File: src/rtl/mcu_mem_arbiter.sv
// Arbitrates the MCU cache port and the DMA engine onto one memory
// controller command port, and re-times refill data for the cache.
module mcu_mem_arbiter #(
  parameter int READ_LAT = 4,
  parameter int RBUF_W   = 32
) (
  input  logic              MCU_CLK,
  input  logic              RST,
  input  logic [31:0]       mem_addr,
  input  logic              mem_we,
  input  logic              mem_do_act,
  input  logic [RBUF_W-1:0] mem_dataintomem,
  output logic              mem_ack,
  output logic [RBUF_W-1:0] mem_datafrommem,
  output logic              dma_mcu_access,
  input  logic              dma_req,
  input  logic              dma_we,
  input  logic [31:0]       dma_addr,
  input  logic [RBUF_W-1:0] dma_wdata,
  output logic              dma_ack,
  output logic [RBUF_W-1:0] dma_rdata,
  output logic              ctl_cmd_valid,
  input  logic              ctl_cmd_ready,
  output logic              ctl_we,
  output logic              ctl_len2,
  output logic [31:0]       ctl_addr,
  output logic [RBUF_W-1:0] ctl_wdata,
  input  logic              ctl_rvalid,
  input  logic [RBUF_W-1:0] ctl_rdata
);

  localparam int CW = $clog2(READ_LAT + 2);
  localparam logic [CW-1:0] C_ONE = CW'(1);
  localparam logic [CW-1:0] C_LM1 = CW'(READ_LAT - 1);
  localparam logic [CW-1:0] C_LAT = CW'(READ_LAT);
  localparam logic [CW-1:0] C_LP1 = CW'(READ_LAT + 1);

  typedef enum logic [2:0] {
    IDLE,
    CPU_CMD,
    CPU_COLLECT,
    CPU_REPLAY,
    ACK_HOLD,
    DMA_CMD,
    DMA_WAIT
  } state_e;

  state_e              state_q, state_d;
  logic                last_dma_q, last_dma_d;
  logic [CW-1:0]       cnt_q, cnt_d;
  logic                beat_q, beat_d;
  logic [RBUF_W-1:0]   buf0_q, buf0_d;
  logic [RBUF_W-1:0]   buf1_q, buf1_d;
  logic [RBUF_W-1:0]   rdata_q, rdata_d;
  logic                we_q, we_d;
  logic                len2_q, len2_d;
  logic [31:0]         addr_q, addr_d;
  logic [RBUF_W-1:0]   wdata_q, wdata_d;
  logic                grant_dma;

  always_ff @(posedge MCU_CLK or posedge RST) begin
    if (RST) begin
      state_q    <= IDLE;
      last_dma_q <= 1'b1;
      cnt_q      <= '0;
      beat_q     <= 1'b0;
      buf0_q     <= '0;
      buf1_q     <= '0;
      rdata_q    <= '0;
      we_q       <= 1'b0;
      len2_q     <= 1'b0;
      addr_q     <= '0;
      wdata_q    <= '0;
    end else begin
      state_q    <= state_d;
      last_dma_q <= last_dma_d;
      cnt_q      <= cnt_d;
      beat_q     <= beat_d;
      buf0_q     <= buf0_d;
      buf1_q     <= buf1_d;
      rdata_q    <= rdata_d;
      we_q       <= we_d;
      len2_q     <= len2_d;
      addr_q     <= addr_d;
      wdata_q    <= wdata_d;
    end
  end

  always_comb begin
    state_d       = state_q;
    last_dma_d    = last_dma_q;
    cnt_d         = cnt_q;
    beat_d        = beat_q;
    buf0_d        = buf0_q;
    buf1_d        = buf1_q;
    rdata_d       = rdata_q;
    we_d          = we_q;
    len2_d        = len2_q;
    addr_d        = addr_q;
    wdata_d       = wdata_q;
    grant_dma     = 1'b0;
    mem_ack       = 1'b0;
    dma_ack       = 1'b0;
    dma_rdata     = '0;
    ctl_cmd_valid = 1'b0;
    unique case (state_q)
      IDLE: begin
        // Round-robin: a tie goes to the side not granted last
        if (mem_do_act && (!dma_req || last_dma_q)) begin
          state_d    = CPU_CMD;
          last_dma_d = 1'b0;
          we_d       = mem_we;
          len2_d     = !mem_we;
          addr_d     = mem_addr;
          wdata_d    = mem_dataintomem;
        end else if (dma_req) begin
          grant_dma  = 1'b1;
          state_d    = DMA_CMD;
          last_dma_d = 1'b1;
          we_d       = dma_we;
          len2_d     = 1'b0;
          addr_d     = dma_addr;
          wdata_d    = dma_wdata;
        end
      end
      CPU_CMD: begin
        ctl_cmd_valid = 1'b1;
        if (ctl_cmd_ready) begin
          if (we_q) begin
            mem_ack = 1'b1;
            cnt_d   = '0;
            state_d = ACK_HOLD;
          end else begin
            beat_d  = 1'b0;
            state_d = CPU_COLLECT;
          end
        end
      end
      CPU_COLLECT: begin
        if (ctl_rvalid) begin
          if (!beat_q) begin
            buf0_d = ctl_rdata;
            beat_d = 1'b1;
          end else begin
            buf1_d  = ctl_rdata;
            cnt_d   = '0;
            state_d = CPU_REPLAY;
          end
        end
      end
      CPU_REPLAY: begin
        // Count 0 is the ack cycle; words land at READ_LAT and READ_LAT+1
        mem_ack = (cnt_q == '0);
        cnt_d   = cnt_q + C_ONE;
        if (cnt_q == C_LM1) rdata_d = buf0_q;
        if (cnt_q == C_LAT) rdata_d = buf1_q;
        if (cnt_q == C_LP1) state_d = IDLE;
      end
      ACK_HOLD: begin
        cnt_d = cnt_q + C_ONE;
        if (cnt_q == C_ONE) state_d = IDLE;
      end
      DMA_CMD: begin
        ctl_cmd_valid = 1'b1;
        if (ctl_cmd_ready) begin
          if (we_q) begin
            dma_ack = 1'b1;
            state_d = IDLE;
          end else begin
            state_d = DMA_WAIT;
          end
        end
      end
      DMA_WAIT: begin
        if (ctl_rvalid) begin
          dma_ack   = 1'b1;
          dma_rdata = ctl_rdata;
          state_d   = IDLE;
        end
      end
      default: state_d = IDLE;
    endcase
  end

  assign dma_mcu_access = RST || !(grant_dma
                                   || state_q == DMA_CMD
                                   || state_q == DMA_WAIT);
  assign mem_datafrommem = rdata_q;
  assign ctl_we          = we_q;
  assign ctl_len2        = len2_q;
  assign ctl_addr        = addr_q;
  assign ctl_wdata       = wdata_q;

endmodule
File: config.mk
export PLATFORM = sky130hd
export DESIGN_NAME = mcu_mem_arbiter
export DESIGN_NICKNAME = d
export VERILOG_FILES = /design/src/rtl/mcu_mem_arbiter.sv
export SDC_FILE = /design/constraint.sdc
export NUM_CORES = 1
export LEC_CHECK = 0
export ABC_AREA = 0
export CAP_MARGIN = 20
export CELL_PAD_IN_SITES_DETAIL_PLACEMENT = 2
export CELL_PAD_IN_SITES_GLOBAL_PLACEMENT = 2
export CORE_UTILIZATION = 24
export DETAILED_ROUTE_END_ITERATION = 6
export GPL_ROUTABILITY_DRIVEN = 0
export GPL_TIMING_DRIVEN = 0
export PLACE_DENSITY_LB_ADDON = 0.1
export SYNTH_ARGS = -nofsm -noshare
export SYNTH_HDL_FRONTEND = slang
export SYNTH_SLANG_ARGS = --single-unit
File: constraint.sdc
create_clock -name MCU_CLK -period 5.6 [get_ports MCU_CLK]
set_input_delay 1.12 -clock MCU_CLK [delete_from_list [all_inputs] [get_ports MCU_CLK]]
set_output_delay 1.12 -clock MCU_CLK [all_outputs]
set_load 0.02 [all_outputs]
* Yosys cells after proc, flatten, opt, wreduce, memory -nomap -nowiden
Index checks and enable logic that the tools add are counted.
W data, S select, Z words.
** Storage, ports and cells
- Register bits :: 170
- Latch bits :: 0
- Bits in writable memories :: 0
- Bits in read-only memories :: 0
- Bits of input ports :: 168
- Word-level logic and storage cells :: 100
- Memories :: 0
** Operators by class
- Add/subtract/negate cells :: 1
- Multipliers :: 0
- Div/mod/pow operators :: 0
- Order comparisons :: 0
- Eq/ne operators :: 20
- Shift-type cells :: 0
- Multiplexer cells :: 44
- Bitwise operators :: 1
- Reduce and logical (&&, ||, !) cells :: 23
** Operators by type and width (number)
- $mux W32 :: 8
- $mux W3 :: 15
- $pmux W3 S7 :: 1
- $ne A2 B2 Y1 const B :: 9
- $mux W1 :: 16
- $eq A3 B3 Y1 const B :: 5
- $eq A3 B2 Y1 const B :: 3
- $pmux W3 S3 :: 1
- $reduce_and A8 Y1 :: 1
- $eq A3 B1 Y1 const B :: 2
- $logic_not A3 Y1 :: 2
- $pmux W1 S2 :: 3
- $reduce_and A3 Y1 :: 2
- $reduce_bool A2 Y1 :: 3
- $reduce_and A5 Y1 :: 1
- $logic_or A1 B1 Y1 :: 4
- $reduce_and A2 Y1 :: 2
- $reduce_and A4 Y1 :: 1
- $reduce_or A2 Y1 :: 2
- $add A3 B1 Y3 const B :: 1
- $logic_not A1 Y1 :: 3
- $ne A3 B3 Y1 const B :: 1
- $reduce_bool A3 Y1 :: 1
- $logic_and A1 B1 Y1 :: 1
- $not A1 Y1 :: 1

* Depth between registers and ports, before layout
Gate-level depths: netlist of the first run.
- Depth after elaboration :: 9
- Depth in mapped cells :: 8

* Worst setup path after synthesis of the first run
Ideal clock, no wire load.
- Kind :: in2out
- Start point :: input port RST
- End point :: output port dma_mcu_access
- Arrival time :: 5628 ps
- Slack :: -1148 ps
- Cell stages on the path :: 2
- Path buffers :: 0
- Cell sequence :: inv_1 > nand3_1
** Between the ends
- Word-level cells in the longest chain between the ends :: 1
** Ends and longest elaborated chain
- start, declared :: line 8 : input logic RST,
- $logic_or A1 B1 Y1 :: line 185 : assign dma_mcu_access = RST || !(grant_dma
- end, declared :: line 15 : output logic dma_mcu_access,
No other way between the ends.

* Worst setup path after layout of the first run
- Start point :: input port ctl_rvalid
- End point :: output port dma_rdata[17]
** Between the ends
- Word-level cells in the longest chain between the ends :: 2
** Ends and longest elaborated chain
- start, declared :: line 28 : input logic ctl_rvalid,
- $mux W32 :: line 175 : if (ctl_rvalid) begin
- $mux W32 :: line 106 : unique case (state_q)
- end, declared :: line 21 : output logic [RBUF_W-1:0] dma_rdata,
No other way between the ends.

==> flow_metrics.tcl, run 1 <==
set metrics [dict create \
    finish.utilization_pct 37.8 \
    die-area_um2 33000 \
    syn-instance-count 676 \
    cts-buffers-inserted 17 \
    ys_types 45 \
    final_antenna_net_count 0 \
    slowest_stage "clkdlybuf4s50_1" \
    track_usage_pct 16.4 \
    critPathRequiredTime_ns 4.48 \
    syn2layout_area_growth_pct 54.6 \
    rsz0062_at_grt "no" \
    vias 6365 \
    cts_hold_buf 0 \
    port_buffers 300 \
    drt-vias-per-instance 4.50 \
    hold_path.class "flip-flop to flip-flop" \
    cp_max_fo 10 \
    die_width_um 182 \
    crit_chain "clkdlybuf4s50_1 > nand2_1 > nor2_1 > clkbuf_1 > and2_1 > clkdlybuf4s50_1" \
    critical_path_arrival_ns 3.90 \
    cp_slowest_stage_delay_ns 0.63 \
    dr.pass1.iters 4 \
    power_density_nw_per_um2 517 \
    root_buffer "clkbuf_16" \
    cts_max_level 4 \
    synth_top_area_share_pct 54.5 \
    fin_ws_ns 0.580 \
    finClkSkew_ns 0.0186 \
    avgSynthCellArea_um2 11.5 \
    clk_path_buf_depth 2 \
    path_class "primary input to output pin" \
    synth_area_leader_cell "dfrtp_1" \
    fin_nets 1171 \
    wl_um 26500 \
    layout-drive-gt1-share_pct 13.9 \
    boundaryPins 302 \
    die_y_um 182 \
    grt_max_degree 35 \
    setup_violations 0 \
    finalMaxSlewViolations 0 \
    core_um2 31700 \
    clkSlewWorstSetupHoldPaths_ns 0.08 \
    crit_path_start_kind "primary input" \
    place_ws_ns 0.520 \
    clock-sinks 170 \
    maxSlewHeadroom_pct 54.3 \
    synth_area_um2 7760 \
    synth_warnings 0 \
    dp_hpwl_um 20000 \
    p_leak_nw 5.54 \
    cts_setup_buffers 0 \
    cts_tree "done" \
    drtIter0Drc 158 \
    wl_per_cell_um 18.7 \
    yosysMostFrequentCell "dfrtp_1" \
    synthArstFlopShare_pct 100 \
    antenna_found_initial 2 \
    drc 0 \
    hold_viol 0 \
    ys.flop_type "dfrtp_1" \
    tightest_slew_ns 0.683 \
    finalCriticalPeriod_ns 5.02 \
    syn-num-nets 847 \
    synth_edf_count 0 \
    ys_ff_latch 170 \
    r2r_setup_slack_ns 3.35 \
    core.rowCount 65 \
    finalCritPeriodShare_pct 89.6 \
    start_util_pct 24.5 \
    synth.area.top_cells "dfrtp_1 55%, mux2i_1 12%, mux2_2 9.3%, nand2_1 3.6%, o21ai_0 2.9%" \
    peakVddDrop_v 0.000204 \
    grt_pass1_vias 6781 \
    whs_ns 0.483 \
    status "finished clean" \
    clk_latency_ns 0.44 \
    max_freq_ghz 0.199 \
    grt_pass1_wl_um 41000 \
    seq_area_frac_synth_pct 54.9 \
    drv_cap 0 \
    end_kind "output pin" \
    gr-total-overflow 0 \
    cts.repair.resized 0 \
    synthTopCellsByCount "169 x dfrtp_1, 96 x mux2i_1, 74 x nand2_1, 64 x mux2_2, 45 x o21ai_0" \
    cp_common_cell "clkdlybuf4s50_1" \
]
[sequential cells by signal, indices dropped and copies added (netlist names)]
register / flops
ctl_we: 1
buf1_q: 32
mem_datafrommem: 32
cnt_q: 3
buf0_q: 32
beat_q: 1
ctl_wdata: 32
ctl_len2: 1
ctl_addr: 32
state_q: 3
last_dma_q: 1
[layout by cell type (no fill, tap or decap), drive strengths merged, types with 6 or more instances in the layout]
cell type / Yosys / layout
nor2: 38 / 38
nand2: 75 / 75
clkinv: 0 / 6
inv: 6 / 12
buf: 33 / 38
mux2: 65 / 65
o21ai: 69 / 69
clkbuf: 13 / 30
dfrtp: 169 / 169
a21oi: 39 / 39
clkdlybuf4s50: 0 / 300
mux2i: 96 / 96
and2: 32 / 32
[path summary, 6_finish.rpt]
| check | start | endpoint | cells after the start |
|---|---|---|---|
| setup / recovery | ctl_rvalid | dma_rdata[17] | 6 |
| hold / removal | ctl_addr[15] | ctl_addr[15] | 2 |
| setup reg to reg | cnt_q[0] | mem_datafrommem[13] | 6 |
| hold reg to reg | ctl_addr[15] | ctl_addr[15] | 2 |
| max in group asynchronous | RST | mem_datafrommem[22] | 5 |
| min in group asynchronous | RST | beat_q | 2 |
[critical path, delay by kind of cell]
family / cells / cell delay [ns]
buffers and inverters: 3 / 1.73
AND/OR/NAND/NOR: 3 / 1.04
[logic make-up (layout without fill, tap and decap cells)]
group | Yosys count | in the layout | share of synthesized area (%)
buf+inv | 52 | 389 | 3.98
compound gates | 128 | 128 | 9.16
fa+ha+maj | 3 | 3 | 0.484
simple gates | 161 | 161 | 9.58
other cells | 0 | 1 | 0
flops | 170 | 170 | 54.9
xor+xnor | 1 | 1 | 0.113
mux | 161 | 161 | 21.8
[area by class of cell]
| class | count | area (um^2) |
|---|---|---|
| fillers | 3358 | 19700 |
| flip-flops and latches | 170 | 4260 |
| multi-input cells | 454 | 3190 |
| repair buffers | 305 | 3100 |
| well taps | 402 | 503 |
| clock buffers | 17 | 425 |
| plain buffers | 46 | 287 |
| clock inverters | 15 | 196 |
| inverters | 6 | 26.3 |
| diodes | 1 | 2.50 |
[report_power, final]
part | switching [mW] | internal, mW | leakage (nW)
Sequential | 0.303 | 1.81 | 2.16
Combinational | 1.47 | 1.37 | 3.09
Clock | 0.606 | 0.649 | 0.300
[layer usage]
layer | vias to the layer above | GRT usage, % | wire length [um]
li1 | 2986 | - | -
met1 | 3220 | 20.9 | 11400
met2 | 140 | 27.7 | 13500
met3 | 19 | 3.93 | 1140
met4 | 0 | 4.31 | 357
met5 | - | 0 | 0
[per-stage QoR]
step	std cells	area, um^2	power (mW)	TNS [ns]
global placement	1378	11300	4.95	-1.97
global route	1416	12000	6.63	0
CTS	1415	12000	6.33	0
finish	1416	12000	6.20	0
floorplan	676	7760	3.68	0
detailed placement	1383	11400	5.03	0
No activity file was read; power rests on OpenSTA's default activity.
==> run 2: changes to the inputs <==
- ABC_CLOCK_PERIOD_IN_PS: default -> 5600
- PLACE_DENSITY_LB_ADDON: 0.1 -> 0.25
==> run 2 against run 1 <==
  * Worst hold slack gained 0.00071 ns
  * Worst setup slack gained 0.24 ns
  * Cell count is the same
  * Design area is essentially flat
  * Flip-flop and latch count is the same
  * Wire length grew 0.79%
  * Highest routed layer unchanged
  * Via count is essentially flat
  * First-iteration DRC count grew 43%
  * Clock skew shrank 0.0042 ns
  * Clock power is essentially flat
  * Critical endpoint unchanged
==> flow_metrics.tcl, run 2 (same netlist as run 1, synthesis figures left out) <==
set metrics [dict create \
    drtIter0Drc 226 \
    clock-sinks 170 \
    dr.pass1.iters 4 \
    critPathRequiredTime_ns 4.48 \
    drc 0 \
    setup_tns_ns 0 \
    wl_um 26700 \
    clk_path_buf_depth 2 \
    crit_path_start_kind "primary input" \
    clk_latency_ns 0.43 \
    clkSlewWorstSetupHoldPaths_ns 0.07 \
    dp.cells 1383 \
    die_width_um 182 \
    hold_path.class "flip-flop to flip-flop" \
    nFillCells 3358 \
    whs_ns 0.484 \
    hold_viol 0 \
    cp_max_fo 10 \
    die_y_um 182 \
    grt_pass1_wl_um 41900 \
    cts_hold_buf 0 \
    place_area_um2 11400 \
    core_um2 31700 \
    tightest_slew_ns 0.695 \
    grt_pass1_vias 7090 \
    cts_max_level 4 \
    gr-total-overflow 0 \
    grt_max_degree 40 \
    layout-drive-gt1-share_pct 13.9 \
    max_freq_ghz 0.209 \
    cts_tree "done" \
    final_cells 1416 \
    power.total_mw 6.20 \
    cts.repair.resized 0 \
    end_kind "output pin" \
    vias 6370 \
    cts-buffers-inserted 17 \
    drt-vias-per-instance 4.50 \
    finalMaxSlewViolations 0 \
    fin_nets 1171 \
    final_common_cell "clkdlybuf4s50_1" \
    final_antenna_net_count 0 \
    track_usage_pct 16.6 \
    cts_setup_buffers 0 \
    syn2layout_area_growth_pct 54.6 \
    antenna_found_initial 1 \
    root_buffer "clkbuf_16" \
    start_util_pct 24.5 \
    peakVddDrop_v 0.000181 \
    port_buffers 300 \
    dp_hpwl_um 20400 \
    finalCriticalPeriod_ns 4.78 \
    finalCritPeriodShare_pct 85.4 \
    maxSlewHeadroom_pct 52.5 \
    die-area_um2 33000 \
    final_cell_mix "300 x clkdlybuf4s50_1, 169 x dfrtp_1, 96 x mux2i_1" \
    finClkSkew_ns 0.0144 \
    wl_per_cell_um 18.9 \
    critical_path_arrival_ns 3.66 \
    status "finished clean" \
    path_class "primary input to output pin" \
    core.rowCount 65 \
    drv_cap 0 \
    design_area_um2 12000 \
    power_density_nw_per_um2 517 \
    setup_violations 0 \
    boundaryPins 302 \
    rsz0062_at_grt "no" \
    p_leak_nw 5.54 \
]
==> run 2: path summary, 6_finish.rpt <==
check	start	to	slack, ns	cells after the start
max	ctl_rvalid	dma_rdata[17]	0.82	6
min	ctl_addr[4]	ctl_addr[4]	0.48	2
max reg2reg	cnt_q[0]	mem_datafrommem[15]	3.37	6
min reg2reg	ctl_addr[4]	ctl_addr[4]	0.48	2
max in group asynchronous	RST	last_dma_q	3.91	4
min in group asynchronous	RST	ctl_wdata[22]	0.95	2
==> run 2: final cells by class <==
class                   count  area, um^2  share of cell area [%]
well taps                 402         503                    4.19
repair buffers            305        3100                    25.9
multi-input cells         454        3190                    26.6
plain buffers              46         287                    2.39
clock inverters            15         199                    1.66
inverters                   6        26.3                   0.219
diodes                      1        2.50                  0.0209
clock buffers              17         425                    3.55
flip-flops and latches    170        4260                    35.5
==> run 2: critical path, cell delays in order <==
cell	delay, ns
clkdlybuf4s50_1	0.58
nand2_1	0.17
nor2_1	0.44
clkbuf_1	0.48
and2_1	0.24
clkdlybuf4s50_1	0.62
==> run 2: layer usage <==
layer	wire, um	GRT usage (%)	up-vias
met5	0	0	-
met4	361	4.24	0
met3	735	2.71	19
met2	14200	29.6	113
met1	11400	20.6	3245
li1	-	-	2993
==> run 2: power breakdown <==
group | internal [mW] | switching (mW)
logic | 1.36 | 1.47
registers | 1.81 | 0.315
clock network | 0.650 | 0.598
==> run 2: through the flow <==
stage                     setup slack (ns)  util, %
after global placement               -1.96     35.5
after CTS                            0.736     37.8
after global routing                 0.625     37.8
final                                0.820     37.8
after detailed placement             0.737     35.8
after floorplan                      0.234        -
